File: config.mk
export PLATFORM = sky130hd
export DESIGN_NAME = ads8685_emu_flat
export DESIGN_NICKNAME = d
export VERILOG_FILES = /design/src/rtl/ads8685_pkg.sv /design/src/rtl/ads8685_if.sv /design/src/rtl/ads_sync_edge.sv /design/src/rtl/ads8685_emu.sv /design/src/flat_wrapper.sv
export SDC_FILE = /design/constraint.sdc
export NUM_CORES = 1
export LEC_CHECK = 0
export ABC_CLOCK_PERIOD_IN_PS = 6800
export BUFFER_PORTS_ARGS = -buffer_cell sky130_fd_sc_hd__buf_2
export CORE_ASPECT_RATIO = 2
export CORE_MARGIN = 2
export CORE_UTILIZATION = 55
export CTS_CLUSTER_SIZE = 40
export DETAILED_ROUTE_END_ITERATION = 16
export GPL_TIMING_DRIVEN = 0
export PLACE_DENSITY_LB_ADDON = 0.2
export SLEW_MARGIN = 20
export SYNTH_ARGS = -nofsm -noshare
export SYNTH_HDL_FRONTEND = slang
export SYNTH_SLANG_ARGS = --single-unit
File: constraint.sdc
create_clock -name clk_ref -period 6.8 [get_ports clk_ref]
set_input_delay 0.68 -clock clk_ref [delete_from_list [all_inputs] [get_ports clk_ref]]
set_output_delay 0.68 -clock clk_ref [all_outputs]
set_load 0.02 [all_outputs]
File: src/rtl/ads8685_pkg.sv
// Shared constants and types for the ADS8685 SPI responder.
package ads8685_pkg;

  localparam int FRAME_BITS = 32;

  // Command opcodes carried in frame bits [31:25]
  localparam logic [6:0] OP_WR_HW = 7'b1101000;
  localparam logic [6:0] OP_RD_HW = 7'b1100100;
  localparam logic [6:0] OP_RD_B  = 7'b0100100;
  localparam logic [6:0] OP_NOP   = 7'b0000000;

  // Implemented configuration registers
  localparam logic [8:0] ADDR_SDI_CTL = 9'h00C;
  localparam logic [8:0] ADDR_SDO_CTL = 9'h010;
  localparam logic [8:0] ADDR_RANGE   = 9'h014;

  typedef enum logic [1:0] {
    ST_IDLE  = 2'd0,
    ST_SHIFT = 2'd1,
    ST_EXEC  = 2'd2
  } state_t;

  typedef struct packed {
    logic [6:0]  opcode;
    logic [8:0]  addr;
    logic [15:0] data;
  } frame_t;

endpackage

File: src/rtl/ads8685_if.sv
// ADC serial bus between the ADC controller (master) and the emulator (slave).
interface ads8685_if;
  logic convst_csn;
  logic ads_sclk;
  logic ads_sdi;
  logic ads_sdo0;
  logic ads_rvs;

  modport master (
    output convst_csn, ads_sclk, ads_sdi,
    input  ads_sdo0, ads_rvs
  );

  modport slave (
    input  convst_csn, ads_sclk, ads_sdi,
    output ads_sdo0, ads_rvs
  );
endinterface

File: src/rtl/ads_sync_edge.sv
// N-stage synchronizer with single-cycle rise/fall strobes on the synced level.
module ads_sync_edge #(
  parameter int   STAGES  = 2,
  parameter logic RST_VAL = 1'b0
) (
  input  logic clk,
  input  logic rst_n,
  input  logic din,
  output logic dout,
  output logic rise,
  output logic fall
);

  logic [STAGES-1:0] sync_q;
  logic              prev_q;

  // Shift the async input through the synchronizer and keep the previous synced level
  always_ff @(posedge clk or negedge rst_n) begin
    if (!rst_n) begin
      sync_q <= {STAGES{RST_VAL}};
      prev_q <= RST_VAL;
    end else begin
      sync_q <= {sync_q[STAGES-2:0], din};
      prev_q <= sync_q[STAGES-1];
    end
  end

  assign dout = sync_q[STAGES-1];
  assign rise = dout & ~prev_q;
  assign fall = ~dout & prev_q;

endmodule

File: src/rtl/ads8685_emu.sv
// ADS8685 SPI responder used in place of the real ADC on the loopback build.
//
// state    | meaning
// ST_IDLE  | waiting for CONVST/CS falling edge, SDO held low
// ST_SHIFT | frame in progress: sample SDI on SCLK rise, advance SDO on SCLK fall
// ST_EXEC  | one cycle after CS rises: latch sample, start RVS, decode command
module ads8685_emu
  import ads8685_pkg::*;
#(
  parameter int CONV_CYCLES = 20,
  parameter int SYNC_STAGES = 2
) (
  input  logic        clk_ref,
  input  logic        sys_rstn,
  ads8685_if.slave    bus,
  input  logic [15:0] sample_data,
  output logic        sample_req,
  output logic [3:0]  range_sel,
  output logic        cmd_valid,
  output logic        frame_err
);

  localparam int            CW        = $clog2(CONV_CYCLES + 1);
  localparam logic [CW-1:0] CONV_LOAD = CW'(CONV_CYCLES - 1);
  localparam logic [5:0]    CNT_FULL  = 6'(FRAME_BITS);
  localparam logic [5:0]    CNT_SAT   = 6'(FRAME_BITS + 1);

  logic csn_lvl, csn_rise, csn_fall;
  logic sclk_lvl, sclk_rise, sclk_fall;
  logic sdi_lvl, sdi_rise, sdi_fall;

  ads_sync_edge #(.STAGES(SYNC_STAGES), .RST_VAL(1'b1)) u_sync_csn (
    .clk(clk_ref), .rst_n(sys_rstn), .din(bus.convst_csn),
    .dout(csn_lvl), .rise(csn_rise), .fall(csn_fall)
  );

  ads_sync_edge #(.STAGES(SYNC_STAGES), .RST_VAL(1'b0)) u_sync_sclk (
    .clk(clk_ref), .rst_n(sys_rstn), .din(bus.ads_sclk),
    .dout(sclk_lvl), .rise(sclk_rise), .fall(sclk_fall)
  );

  ads_sync_edge #(.STAGES(SYNC_STAGES), .RST_VAL(1'b0)) u_sync_sdi (
    .clk(clk_ref), .rst_n(sys_rstn), .din(bus.ads_sdi),
    .dout(sdi_lvl), .rise(sdi_rise), .fall(sdi_fall)
  );

  // Only the CS/SCLK strobes and the SDI level drive the protocol
  logic unused_sync;
  assign unused_sync = ^{csn_lvl, sclk_lvl, sdi_rise, sdi_fall};

  state_t        state;
  logic [31:0]   tx_shift;
  logic [31:0]   rx_shift;
  logic [5:0]    bit_cnt;
  logic          sdo_q;
  logic          rvs_q;
  logic [CW-1:0] conv_cnt;
  logic [15:0]   result_latch;
  logic [15:0]   readback_data;
  logic          readback_pending;
  logic [15:0]   reg_sdi_ctl;
  logic [15:0]   reg_sdo_ctl;
  logic [15:0]   reg_range;

  frame_t      rx_f;
  logic [15:0] rd_sel;
  logic [15:0] tx_hi;

  assign rx_f  = rx_shift;
  assign tx_hi = readback_pending ? readback_data : result_latch;

  // Register readback mux; unmapped addresses read as zero
  always_comb begin
    rd_sel = 16'h0000;
    case (rx_f.addr)
      ADDR_SDI_CTL: rd_sel = reg_sdi_ctl;
      ADDR_SDO_CTL: rd_sel = reg_sdo_ctl;
      ADDR_RANGE:   rd_sel = reg_range;
      default:      rd_sel = 16'h0000;
    endcase
  end

  // Frame FSM, RVS countdown, register file and pulse outputs
  always_ff @(posedge clk_ref or negedge sys_rstn) begin
    if (!sys_rstn) begin
      state            <= ST_IDLE;
      tx_shift         <= '0;
      rx_shift         <= '0;
      bit_cnt          <= '0;
      sdo_q            <= 1'b0;
      rvs_q            <= 1'b1;
      conv_cnt         <= '0;
      sample_req       <= 1'b0;
      cmd_valid        <= 1'b0;
      frame_err        <= 1'b0;
      result_latch     <= '0;
      readback_data    <= '0;
      readback_pending <= 1'b0;
      reg_sdi_ctl      <= '0;
      reg_sdo_ctl      <= '0;
      reg_range        <= '0;
    end else begin
      sample_req <= 1'b0;
      cmd_valid  <= 1'b0;
      frame_err  <= 1'b0;

      // RVS stays low until the terminal count; an EXEC below reloads it
      if (!rvs_q) begin
        if (conv_cnt == '0) rvs_q    <= 1'b1;
        else                conv_cnt <= conv_cnt - CW'(1);
      end

      case (state)
        ST_IDLE: begin
          sdo_q <= 1'b0;
          // A new frame is accepted even while a conversion is still busy
          if (csn_fall) begin
            state    <= ST_SHIFT;
            tx_shift <= {tx_hi, 16'h0000};
            sdo_q    <= tx_hi[15];
            rx_shift <= '0;
            bit_cnt  <= '0;
          end
        end

        ST_SHIFT: begin
          // CS rising takes priority over any SCLK edge in the same cycle
          if (csn_rise) begin
            state <= ST_EXEC;
            sdo_q <= 1'b0;
          end else if (sclk_rise) begin
            rx_shift <= {rx_shift[30:0], sdi_lvl};
            if (bit_cnt != CNT_SAT) bit_cnt <= bit_cnt + 6'd1;
          end else if (sclk_fall) begin
            tx_shift <= {tx_shift[30:0], 1'b0};
            sdo_q    <= tx_shift[30];
          end
        end

        ST_EXEC: begin
          state            <= ST_IDLE;
          sdo_q            <= 1'b0;
          result_latch     <= sample_data;
          sample_req       <= 1'b1;
          readback_pending <= 1'b0;
          rvs_q            <= 1'b0;
          conv_cnt         <= CONV_LOAD;
          if (bit_cnt == CNT_FULL) begin
            cmd_valid <= 1'b1;
            case (rx_f.opcode)
              OP_WR_HW: begin
                case (rx_f.addr)
                  ADDR_SDI_CTL: reg_sdi_ctl <= rx_f.data;
                  ADDR_SDO_CTL: reg_sdo_ctl <= rx_f.data;
                  ADDR_RANGE:   reg_range   <= rx_f.data;
                  default: ;
                endcase
              end
              OP_RD_HW: begin
                readback_data    <= rd_sel;
                readback_pending <= 1'b1;
              end
              OP_RD_B: begin
                readback_data    <= {rd_sel[7:0], 8'h00};
                readback_pending <= 1'b1;
              end
              OP_NOP:  ;
              default: ;
            endcase
          end else begin
            frame_err <= 1'b1;
          end
        end

        default: state <= ST_IDLE;
      endcase
    end
  end

  assign bus.ads_sdo0 = sdo_q;
  assign bus.ads_rvs  = rvs_q;
  assign range_sel    = reg_range[3:0];

endmodule

File: src/flat_wrapper.sv
// flat-port wrapper written by rule: the top's interface ports become plain ports
module ads8685_emu_flat import ads8685_pkg::*;
#(
  parameter int CONV_CYCLES = 20,
  parameter int SYNC_STAGES = 2
)
  (clk_ref, sys_rstn, sample_data, sample_req, range_sel, cmd_valid, frame_err, bus_convst_csn, bus_ads_sclk, bus_ads_sdi, bus_ads_sdo0, bus_ads_rvs);
  ads8685_if bus_i ();
  input  logic clk_ref;
  input  logic sys_rstn;
  input  logic [15:0] sample_data;
  output logic sample_req;
  output logic [3:0] range_sel;
  output logic cmd_valid;
  output logic frame_err;
  input wire logic [$bits(bus_i.convst_csn)-1:0] bus_convst_csn;
  input wire logic [$bits(bus_i.ads_sclk)-1:0] bus_ads_sclk;
  input wire logic [$bits(bus_i.ads_sdi)-1:0] bus_ads_sdi;
  output wire logic [$bits(bus_i.ads_sdo0)-1:0] bus_ads_sdo0;
  output wire logic [$bits(bus_i.ads_rvs)-1:0] bus_ads_rvs;
  assign bus_i.convst_csn = bus_convst_csn;
  assign bus_i.ads_sclk = bus_ads_sclk;
  assign bus_i.ads_sdi = bus_ads_sdi;
  assign bus_ads_sdo0 = bus_i.ads_sdo0;
  assign bus_ads_rvs = bus_i.ads_rvs;
  ads8685_emu #(.CONV_CYCLES(CONV_CYCLES), .SYNC_STAGES(SYNC_STAGES)) u_core (.clk_ref(clk_ref), .sys_rstn(sys_rstn), .bus(bus_i), .sample_data(sample_data), .sample_req(sample_req), .range_sel(range_sel), .cmd_valid(cmd_valid), .frame_err(frame_err));
endmodule
# == Word-level counts from Yosys, hierarchy flattened ==
# Cells that the tools add are included.
# word_totals
register_bits,170
latch_bits,0
ram_bits,0
romBits,0
inputBits,21
out_inout_bits,9
wordCells,106
memories,0
# classes
n_addsub,2
multipliers,0
div_mod_pow,0
n_lt_le_gt_ge,0
n_eq_ne,21
shift,0
n_mux,38
bitwise,8
reduce_logical,16
# op_table
op,count
31-bit 2-to-1 mux,4
32-bit 2-to-1 mux,3
32-bit one-hot mux with 2 select lines,1
31-bit one-hot mux with 2 select lines,1
16-bit one-hot mux with 3 select lines,1
16-bit one-hot mux with 2 select lines,1
6-bit 2-to-1 mux,4
"9-bit by 5-bit == test with 1-bit output, second input constant",2
16-bit 2-to-1 mux,1
4-bit AND reduction,4
5-bit 2-to-1 mux,3
"7-bit == test, second input constant",2
1-bit 2-to-1 mux,14
6-bit one-hot mux with 2 select lines,1
"2-bit by 1-bit inequality test with 1-bit output, second input constant",5
5-bit AND reduction,2
"9-bit by 4-bit == test with 1-bit output, second input constant",1
"2-bit inequality test, second input constant",4
"7-bit by 6-bit == test with 1-bit output, second input constant",1
"6-bit by 1-bit adder with 6-bit output, second input constant",1
"6-bit == test, second input constant",1
"6-bit inequality test, second input constant",1
3-bit AND reduction,2
5-bit logical NOT,1
15 further kinds,24

# == Logic depth before layout (Yosys ltp) ==
# Gate-level depths: netlist of run 1.
# logic_depth
depth_word,6
ltp_mapped,8
depth_no_buf,6

# == Modules after synthesis ==
# From an unflattened synthesis of run 1, not the netlist that was laid out.
# hier_totals
cells_unflattened,610
hier_area_um2,7038.0
# modules_own_cells
module,n_inst,cells_each,area_each_um2,seq_area_each_um2
ads8685_emu,1,595,6764.0,3654.8
ads_sync_edge at u_core.u_sync_sclk ...,2,5,90.1,75.1
ads_sync_edge at u_core.u_sync_csn,1,5,93.8,78.8

# == Least setup slack after synthesis of run 1 ==
# Ideal clock, no wire load.
# synth_timing
path_type,flip-flop to flip-flop
from,register u_core.state[1]
to,register u_core.tx_shift[21]
setup_ps,125
arrival_ps,2038
t_required_ps,6675
slack_ps,4637
stages_incl_launch_ff,9
n_path_buf,2
synth_period_minus_slack_ps,2163
path_cell_list,dfrtp_1 -> inv_1 -> ha_1 -> clkbuf_1 -> nor3b_1 -> nand2_1 -> o21ai_1 -> buf_2 -> mux2_2
# synth_between
elab_chain_len,3
word_cells_on_any_way,9
cone_classes,5 x eq/ne; 1 x mux; 3 x reduce/logical
# synth_lines
element,line_no,source
from (decl),ads8685_emu.sv:51,state_t state;
from (signal assigned),ads8685_emu.sv:86,state <= ST_IDLE;
from (signal assigned),ads8685_emu.sv:118,state <= ST_SHIFT;
from (signal assigned),ads8685_emu.sv:129,state <= ST_EXEC;
2-bit by 1-bit == test with 1-bit output or 2-bit logical NOT (tied branches),ads8685_emu.sv:113,case (state)
2-bit inequality test (no source line) (tied with other cells),-,
5-bit AND reduction (no source line),-,
to (signal assigned),ads8685_emu.sv:119,"tx_shift <= {tx_hi, 16'h0000};"
to (signal assigned),ads8685_emu.sv:135,"tx_shift <= {tx_shift[30:0], 1'b0};"
to (decl),ads8685_emu.sv:52,logic [31:0] tx_shift;
# Several ways; a longest one is shown, not always the timed one.
# A chain may end at the register's enable or synchronous reset.

# == Final worst setup path of run 1 ==
# layout_timing
from,register u_core.state[1]
to,"register u_core.rx_shift[14], in the netlist u_core.rx_f[14]"
# layout_between
elab_chain_len,3
word_cells_on_any_way,8
cone_classes,4 x eq/ne; 1 x mux; 3 x reduce/logical
# layout_lines
element,line_no,source
2-bit by 1-bit == test with 1-bit output or 2-bit logical NOT (tied branches),ads8685_emu.sv:113,
2-bit inequality test (no source line) (tied with other cells),-,
4-bit AND reduction (no source line),-,
to (signal assigned),ads8685_emu.sv:132,"rx_shift <= {rx_shift[30:0], sdi_lvl};"
to (decl),ads8685_emu.sv:53,logic [31:0] rx_shift;
# Several ways; a longest one is shown, not always the timed one.

==> results.json, run 1 <==
{
  "grt_start_max_net_pins": 103,
  "worstReg2RegEnd": "u_core.rx_f[14]",
  "postRouteWirelength_um": 16600,
  "dpl_cell_area_um2": 7626,
  "cts_buffer_depth": 2,
  "drc": 0,
  "p_seq_frac": 0.429,
  "dpl.hpwl_um": 11700,
  "tns_ns": 0,
  "p_comb_frac": 0.205,
  "synth_warnings": 0,
  "slew_headroom": 0.4518,
  "io_pins": 30,
  "syn_area_per_cell_um2": 12.36,
  "synth-main-ff-cell": "dfrtp_1",
  "drv_cap": 0,
  "vias_per_cell": 6.089,
  "ir_worst_vdd_mv": 0.2601,
  "use_met1": 0.2538,
  "dieArea_um2": 14180,
  "die_w_um": 85.20,
  "antenna_found_initial": 0,
  "grt_pass1_wl_um": 26960,
  "chipHeight_um": 166.4,
  "power_density_nw_per_um2": 323.7,
  "skew_ns": 0.01210,
  "max_freq_mhz": 346.7,
  "synth_seq_cells": 154,
  "grt_use_total": 0.2450,
  "finalSetupViolCount": 0,
  "status": "complete, no violations",
  "first_global_vias": 5260,
  "critPathKind": "reg2reg",
  "clkTransAtPathRegs_ns": 0.07,
  "htree_num_levels": 4,
  "grt_overflow_total": 0,
  "gp_congestion": 0.8414,
  "fin_nets": 665,
  "power_switching_mw": 0.7942,
  "syn_nets": 616,
  "cts_tree": "done",
  "drv_slew": 0,
  "cts_made_buffers": 17,
  "post-route-period-util": 0.4242,
  "start_util": 0.5615,
  "clk_latency_ns": 0.43,
  "post-route-min-period_ns": 2.884,
  "reg2reg_slack_ns": 3.92,
  "leakage_nw": 3.916,
  "fp.coreArea_um2": 12920,
  "postLayoutCellArea_um2": 8238,
  "synth_edf_count": 0,
  "drive_above_1_share": 0.2943,
  "ctsResizeCount": 0,
  "rows": 59,
  "ant_nets": 0,
  "root_buffer": "clkbuf_16",
  "met3_usage": 0.03827,
  "hold_violations": 0,
  "crit_required_ns": 7.11,
  "detail_route.wl_per_cell_um": 20.73,
  "n_antenna_cell": 0,
  "drt_iter0_drc": 323,
  "worst_r2r_path_depth": 8,
  "worstMarginPinSlew_ns": 0.8174,
  "via_count": 4877,
  "synth.distinct_cells": 52,
  "hold_class": "in2async",
  "drt_first_pass_iters": 5,
  "syn_inst": 587,
  "startpoint_type": "flop",
  "clock_sinks": 154,
  "cts_setup_buffers": 0,
  "rsz0062_at_grt": "no",
  "synth-async-reset-ratio": 1.000,
  "synth_area_um2": 7253,
  "p_clk_frac": 0.366,
  "top_usage_layer": "met2",
  "fillers": 994,
  "cp.arrival_ns": 3.19,
  "cp_max_fo": 10,
  "rr_startpoint": "u_core.state[1]",
  "endpoint_kind": "flop",
  "yosysSeqAreaShare": 0.5320,
  "area_growth_pct": 13.58,
  "internal_power_mw": 1.873,
  "port-buffer-count": 29,
  "ctsHoldBuffers": 0,
  "use_met2": 0.4626,
  "p_sw_frac": 0.2978
}
## stage by stage
stage	total power [mW]	utilization	hold WS [ns]	setup slack [ns]	cells
after floorplan	1.519	-	0.3312	4.637	587
after global placement	1.674	0.5874	0.3351	2.921	768
after detailed placement	1.701	0.5903	0.3495	3.934	769
after CTS	2.681	0.6377	0.1746	3.912	801
after global routing	2.789	0.6377	0.1897	3.752	801
final	2.667	0.6377	0.1662	3.916	801
## power groups by stage
stage,combinational [mW],clock (mW),sequential [mW]
global route,0.612,1.02,1.16
CTS,0.551,0.985,1.15
detailed placement,0.542,0,1.16
floorplan,0.383,0,1.14
global placement,0.521,0,1.15
finish,0.547,0.976,1.14
## critical path, cell delays in order (launching register included)
cell and delay, ns:
dfrtp_1 0.42, inv_1 0.12, ha_1 0.30, a21boi_1 0.13, o2111ai_1 0.50, clkbuf_1 0.48
nand2_1 0.16, clkbuf_1 0.32, a31o_2 0.34
## cell families after synthesis
family,synth area share
AND/OR/NAND/NOR,0.1383
adder cells (fa/ha/maj),0.01380
flip-flops,0.5320
multiplexers,0.1608
buffers and inverters,0.04054
AO/OA/AOI/OAI,0.1121
XOR/XNOR,0.002415
## per-layer routing
| metal | part of all wire | routed length [um] | vias to the layer above |
|---|---|---|---|
| li1 | - | - | 2261 |
| met1 | 0.37 | 6071 | 2495 |
| met2 | 0.58 | 9595 | 88 |
| met3 | 0.023 | 383 | 33 |
| met4 | 0.033 | 551 | 0 |
| met5 | 0 | 0 | - |
## flip-flops by register name (all words and copies together) (netlist names)
register and flops:
u_core.rx_f 32, u_core.readback_data 16, u_core.reg_range 16, u_core.reg_sdi_ctl 16
u_core.reg_sdo_ctl 16, u_core.result_latch 16, u_core.tx_shift 15, u_core.bit_cnt 6
u_core.conv_cnt 5, u_core.state 2, u_core.u_sync_csn.sync_q 2, u_core.u_sync_sclk.sync_q 2
u_core.u_sync_sdi.sync_q 2, u_core.bus.ads_rvs 1, u_core.bus.ads_sdo0 1, u_core.cmd_valid 1
u_core.frame_err 1, u_core.readback_pending 1, u_core.sample_req 1, u_core.u_sync_csn.prev_q 1
u_core.u_sync_sclk.prev_q 1
## worst max path at each step
stage / start / to / depth (start not counted)
after CTS: u_core.state[1] / u_core.rx_f[16] / 8
after global placement: sys_rstn / u_core.reg_sdi_ctl[10] / 1
final: u_core.state[1] / u_core.rx_f[14] / 8
after detailed placement: u_core.state[1] / u_core.rx_f[16] / 8
after global routing: u_core.state[1] / u_core.rx_f[16] / 8
after floorplan: u_core.state[1] / u_core.tx_shift[21] / 8
## cells in the final DEF, fill, tap and decap left out, drive strengths merged, types with 3 or more instances in the layout
cell type and n:
nor4 3, o21ai 30, inv 21, a21oi 9, mux2i 19, buf 43
dfrtp 150, bufinv 3, o22a 8, o31ai 12, nor3b 4, nand3 6
clkinv 4, and4b 32, a31o 29, or4 3, clkbuf 54, dfstp 4
nor4b 3, nand2 45, ha 8, and3 28, mux2 80, a211oi 16
o22ai 3, nor2 6
## layout make-up
class	instances	area, um^2	share of cell area
inverters	18	67.56	0.008202
multi-input cells	368	3100	0.3764
clock buffers	20	446.7	0.05422
plain buffers	47	226.5	0.02749
well taps	152	190.2	0.02309
flip-flops and latches	154	3859	0.4684
repair buffers	30	182.7	0.02217
clock inverters	12	165.2	0.02005
## Yosys cell counts (3+ instances only)
library cell | count | area (um^2)
o22a_1 | 8 | 70.07
o31ai_1 | 12 | 90.09
a21oi_1 | 9 | 45.04
buf_4 | 4 | 30.03
nor2_1 | 6 | 22.52
nand2_1 | 44 | 165.2
and3_1 | 28 | 175.2
nand3_1 | 6 | 30.03
mux2_4 | 20 | 300.3
or4_1 | 3 | 22.52
clkbuf_1 | 34 | 127.6
nor4_4 | 3 | 63.81
a211oi_1 | 16 | 120.1
buf_2 | 4 | 20.02
ha_1 | 8 | 100.1
o21ai_0 | 29 | 145.1
mux2i_1 | 19 | 190.2
inv_1 | 18 | 67.56
dfrtp_1 | 150 | 3754
o22ai_1 | 3 | 18.77
a31o_2 | 27 | 236.5
dfstp_2 | 4 | 105.1
mux2_2 | 60 | 675.7
and4b_1 | 32 | 320.3
(Power assumes the default switching activity.)
==> inputs of run 2 (changes only) <==
ABC_AREA = 1   (was not set)
ABC_CLOCK_PERIOD_IN_PS = 2800   (was 6800)
clock period = 2.8 ns   (was 6.8 ns; I/O delays follow)
==> results.json, run 2 <==
{
  "synthAdderAreaFrac": 0.01429,
  "use_met1": 0.2724,
  "postRouteWirelength_um": 17170,
  "cts_buffer_depth": 2,
  "yosys.area_share.simple": 0.2417,
  "gp_congestion": 0.9232,
  "clock_sinks": 154,
  "finalCoreUtilization": 0.6496,
  "drt_first_pass_iters": 5,
  "io_pins": 30,
  "finalSetupViolCount": 0,
  "fillers": 1041,
  "ctsResizeCount": 0,
  "ant_nets": 0,
  "syn_nets": 843,
  "fin_nets": 896,
  "cp.arrival_ns": 2.43,
  "hold_class": "in2reg",
  "hold_violations": 0,
  "power.total_mw": 7.661,
  "port-buffer-count": 29,
  "synth-async-reset-ratio": 1.000,
  "syn_area_per_cell_um2": 8.603,
  "yosysSeqAreaShare": 0.5510,
  "synth_most_common_cell": "nand2_1",
  "synth_area_um2": 7003,
  "post-route-period-util": 0.7722,
  "netlist.area_leader.share": 0.5360,
  "rows": 58,
  "chipHeight_um": 163.6,
  "largest_reg_flops": 32,
  "synth_top_family_by_area": "simple AND/OR/NAND/NOR gates",
  "cp_max_fo": 10,
  "drv_cap": 0,
  "synthTopCellsByCount": "nand2_1 (211), dfrtp_1 (150), nand3_1 (103)",
  "antenna_found_initial": 0,
  "fp.coreArea_um2": 12480,
  "critPathKind": "reg2reg",
  "via_count": 5708,
  "final_common_cell": "nand2_1",
  "leakage_nw": 3.985,
  "post-route-min-period_ns": 2.162,
  "first_global_vias": 5927,
  "clk_latency_ns": 0.42,
  "vias_per_cell": 5.542,
  "cts_tree": "done",
  "drt_iter0_drc": 439,
  "synth_warnings": 0,
  "status": "complete, no violations",
  "synth_edf_count": 0,
  "n_antenna_cell": 0,
  "crit_required_ns": 3.07,
  "max_freq_mhz": 462.5,
  "yosys.area.top_type": "dfrtp_1",
  "drive_above_1_share": 0.1341,
  "top_usage_layer": "met2",
  "use_met2": 0.4862,
  "synth.distinct_cells": 39,
  "synth_compound_area_frac": 0.1126,
  "detail_route.wl_per_cell_um": 16.67,
  "synth_xor_area_frac": 0.003752,
  "clkTransAtPathRegs_ns": 0.06,
  "endpoint_kind": "flop",
  "synth_area_leaders": "dfrtp_1 (54%), nand2_1 (11%), nand3_1 (7.4%)",
  "skew_ns": 0.01011,
  "drv_slew": 0,
  "power_density_nw_per_um2": 944.9,
  "htree_num_levels": 4,
  "root_buffer": "clkbuf_16",
  "final_cell_mix": "nand2_1 (211), dfrtp_1 (150), nand3_1 (103)",
  "cts_made_buffers": 17,
  "dpl.hpwl_um": 12530,
  "startpoint_type": "flop",
  "slew_headroom": 0.5692,
  "worstMarginPinSlew_ns": 0.6394,
  "synthMuxAreaShare": 0,
  "start_util": 0.5610,
  "area_growth_pct": 15.78,
  "synth-main-ff-cell": "dfrtp_1",
  "dieArea_um2": 13710,
  "drc": 0,
  "syn_inst": 814,
  "synth_seq_cells": 154,
  "grt_use_total": 0.2660,
  "ir_worst_vdd_mv": 0.6843,
  "grt_overflow_total": 0,
  "die_w_um": 83.79,
  "grt_start_max_net_pins": 93,
  "grt_pass1_wl_um": 28550,
  "rsz0062_at_grt": "no",
  "met3_usage": 0.04497
}
## run 2: changes by cell type after synthesis, moves of 26 or more
cell     previous run  this run
o21ai_0            29        76
a31o_2             27         1
and4b_1            32         0
mux2_2             60         0
nand2_1            44       211
and3_1             28         0
nor2_1              6        39
nand3_1             6       103
inv_1              18        72
o21ai_1             1        28
## run 2: metrics by stage
step | worst slack, ns | TNS, ns | instance area, um^2 | hold slack, ns | instances
after global placement | -0.7042 | -103.27 | 7336 | 0.3363 | 993
after CTS | 0.6402 | 0 | 8108 | 0.05323 | 1030
after detailed placement | 0.7210 | 0 | 7373 | 0.2528 | 994
after floorplan | 1.179 | 0 | 7003 | -0.01559 | 814
final | 0.6378 | 0 | 8108 | 0.06427 | 1030
after global routing | 0.4618 | 0 | 8108 | 0.06048 | 1030
## run 2: cell families after synthesis
logic type	count (synthesis)
xor gates and xnor gates	3
DFF	154
and+or+nand+nor	381
buffers and inverters	123
AOI/OAI and AO/OA	145
adders and majority gates	8
## run 2: path summary, 6_finish.rpt
kind                       slack [ns]                         from  depth (start not counted)                           end
min reg2reg                      0.35  u_core.u_sync_sdi.sync_q[0]                          0   u_core.u_sync_sdi.sync_q[1]
min in group asynchronous        0.39                     sys_rstn                          2  u_core.u_sync_sclk.sync_q[0]
max reg2reg                      0.64              u_core.state[1]                          8                u_core.rx_f[4]
min                              0.06               sample_data[3]                          3        u_core.result_latch[3]
max                              0.64              u_core.state[1]                          8                u_core.rx_f[4]
max in group asynchronous        1.60                     sys_rstn                          3        u_core.result_latch[1]
## run 2: area by class of cell
| class | count | area, um^2 | area share |
|---|---|---|---|
| Sequential cell | 154 | 3859 | 0.4759 |
| Multi-Input combinational cell | 537 | 2608 | 0.3216 |
| Clock buffer | 21 | 450.4 | 0.05556 |
| Inverter | 78 | 292.8 | 0.03611 |
| Clock inverter | 11 | 244.0 | 0.03009 |
| Buffer | 45 | 244.0 | 0.03009 |
| Timing Repair Buffer | 34 | 222.7 | 0.02747 |
| Tap cell | 150 | 187.7 | 0.02315 |
## run 2: what timing repair did
item                                    CTS  global route
hold buffers                              4             0
endpoints found under the hold margin    62             0
endpoints found under the setup margin    0             0
buffers inserted                          0             0
## run 2: routing by layer
metal	routed length (um)	up-vias
met5	0	-
li1	-	2759
met1	6120	2705
met4	1076	0
met2	9386	176
met3	584	68
## run 2: critical path, cell delays in order, from the launching register on
cell and delay [ns]:
dfrtp_1 0.41, inv_1 0.12, ha_1 0.27, or2_2 0.14, nand2_1 0.07, nor2_1 0.15, buf_2 0.24, clkbuf_1 0.44
o21ai_0 0.16
## run 2: power breakdown
group          internal (mW)  switching, mW  total [mW]
clock                   1.79          0.892        2.68
sequential              2.64          0.234        2.87
combinational          0.638           1.47        2.11
total                   5.07           2.60        7.66
==> inputs of run 3 (changes only) <==
ABC_CLOCK_PERIOD_IN_PS = 1750   (was 2800)
clock period = 1.75 ns   (was 2.8 ns; I/O delays follow)
==> results.json, run 3 (synthesis gave the netlist of run 2 again) <==
{
  "rows": 58,
  "max_freq_mhz": 553.9,
  "p_seq_frac": 0.348,
  "io_pins": 30,
  "vias_per_cell": 5.648,
  "worstReg2RegEnd": "u_core.bit_cnt[4]",
  "endpoint_kind": "flop",
  "use_met2": 0.5076,
  "violations": "setup timing",
  "tns_ns": -0.1758,
  "area_growth_pct": 27.25,
  "internal_power_mw": 8.686,
  "dp_cells": 994,
  "rr_startpoint": "u_core.u_sync_csn.prev_q",
  "post-route-period-util": 1.032,
  "first_global_vias": 6118,
  "status": "finished, violations left",
  "hold_class": "in2async",
  "via_count": 6066,
  "critical_path.startpoint": "u_core.u_sync_csn.prev_q",
  "skew_ns": 0.01052,
  "gp_congestion": 0.9232,
  "port-buffer-count": 29,
  "p_clk_frac": 0.326,
  "grt_use_total": 0.2767,
  "cts_buffer_depth": 2,
  "postRouteWirelength_um": 18880,
  "final_cell_mix": "nand2_1 (191), dfrtp_1 (150), nand3_1 (100)",
  "rsz0062_at_grt": "yes",
  "drc": 0,
  "critPathKind": "reg2reg",
  "crit_required_ns": 2.05,
  "clock_sinks": 154,
  "die_w_um": 83.79,
  "clkTransAtPathRegs_ns": 0.06,
  "worstMarginPinSlew_ns": 0.5607,
  "start_util": 0.5610,
  "grt_overflow_total": 0,
  "reg2reg_slack_ns": -0.06,
  "layout_setup_ws_ns": -0.05544,
  "cp_max_fo": 6,
  "power_switching_mw": 4.580,
  "post-route-min-period_ns": 1.805,
  "use_met1": 0.2824,
  "slew_headroom": 0.6262,
  "cts_tree": "done",
  "root_buffer": "clkbuf_16",
  "leakage_nw": 4.320,
  "fin_nets": 940,
  "grt_start_max_net_pins": 93,
  "top_usage_layer": "met2",
  "clk_latency_ns": 0.42,
  "n_antenna_cell": 0,
  "grt_pass1_wl_um": 29640,
  "met3_usage": 0.04245,
  "dpl.hpwl_um": 12530,
  "cts_made_buffers": 17,
  "power_density_nw_per_um2": 1489,
  "drt_first_pass_iters": 6,
  "drt_iter0_drc": 423,
  "final_common_cell": "nand2_1",
  "worst_r2r_path_depth": 9,
  "drive_above_1_share": 0.2219,
  "antenna_found_initial": 0,
  "ant_nets": 0,
  "fp.coreArea_um2": 12480,
  "drv_cap": 0,
  "htree_num_levels": 4,
  "drv_slew": 0,
  "startpoint_type": "flop",
  "critical_path.endpoint": "u_core.bit_cnt[4]",
  "instances_no_fill": 1074,
  "p_comb_frac": 0.326,
  "detail_route.wl_per_cell_um": 17.58,
  "power.total_mw": 13.27,
  "ir_worst_vdd_mv": 1.139,
  "finalSetupViolCount": 10,
  "dieArea_um2": 13710,
  "chipHeight_um": 163.6,
  "cp.arrival_ns": 2.11,
  "largest_reg_flops": 32,
  "hold_violations": 0,
  "p_sw_frac": 0.3453
}
==> run 3: critical path: stages (launching register included) <==
cell	delay [ns]
dfstp_2	0.53
inv_1	0.04
nand2_1	0.12
inv_1	0.08
nand2_1	0.10
nand2_1	0.12
nor2_4	0.15
nand2_2	0.12
buf_4	0.16
o31ai_1	0.26
==> run 3: metrics by stage <==
step | instance area, um^2 | hold WS, ns | setup WS, ns | utilization
4_1_cts | 8509 | 0.3076 | -0.01782 | 0.6817
3_3_place_gp | 7336 | 0.2796 | -1.649 | 0.5877
5_1_grt | 8911 | 0.3251 | -0.1091 | 0.7139
6_report | 8911 | 0.2869 | -0.05544 | 0.7139
2_1_floorplan | 7003 | -0.1206 | 0.1291 | -
3_5_place_dp | 7373 | 0.1478 | -0.3290 | 0.5907
==> run 3: final cells by class <==
type                       count  area [um^2]
tap                          150        187.7
buffer                        45        335.3
sequential                   154         3859
inverter                      78        302.8
clock inverter                11        244.0
fill                         901         3571
timing repair buffer          78        670.6
multi-input combinational    537         2861
clock buffer                  21        450.4
==> run 3: what timing repair did <==
item	CTS	global route
cloned	2	1
setup endpoints to repair	125	118
resized for setup	49	116
pin swaps	3	11
hold endpoints to repair	78	0
hold buffers	20	0
buffers inserted	9	17
==> run 3: how the worst min path moves through the flow <==
stage | from | end | slack, ns | depth (start not counted)
final | sys_rstn | u_core.u_sync_sclk.sync_q[0] | 0.29 | 2
after global routing | sys_rstn | u_core.u_sync_sdi.sync_q[1] | 0.33 | 2
after CTS | sys_rstn | u_core.u_sync_sdi.sync_q[1] | 0.31 | 2
after detailed placement | sys_rstn | u_core.conv_cnt[3] | 0.15 | 1
after global placement | bus_convst_csn | u_core.u_sync_csn.sync_q[0] | 0.28 | 1
after floorplan | sys_rstn | u_core.bit_cnt[0] | -0.12 | 0
==> run 3: routing by layer <==
layer  vias up  routed length [um]
met2       225               10450
met5         -                   0
met1      2910                6478
li1       2849                   -
met3        82                 711
met4         0                1240
==> run 3: power groups by stage <==
| stage | Combinational [mW] | Sequential, mW | Clock, mW |
|---|---|---|---|
| 5_1_grt | 4.76 | 4.68 | 4.49 |
| 2_1_floorplan | 2.38 | 4.58 | 0 |
| 3_3_place_gp | 3.24 | 4.62 | 0 |
| 4_1_cts | 3.76 | 4.59 | 4.33 |
| 6_report | 4.33 | 4.61 | 4.32 |
| 3_5_place_dp | 3.36 | 4.63 | 0 |
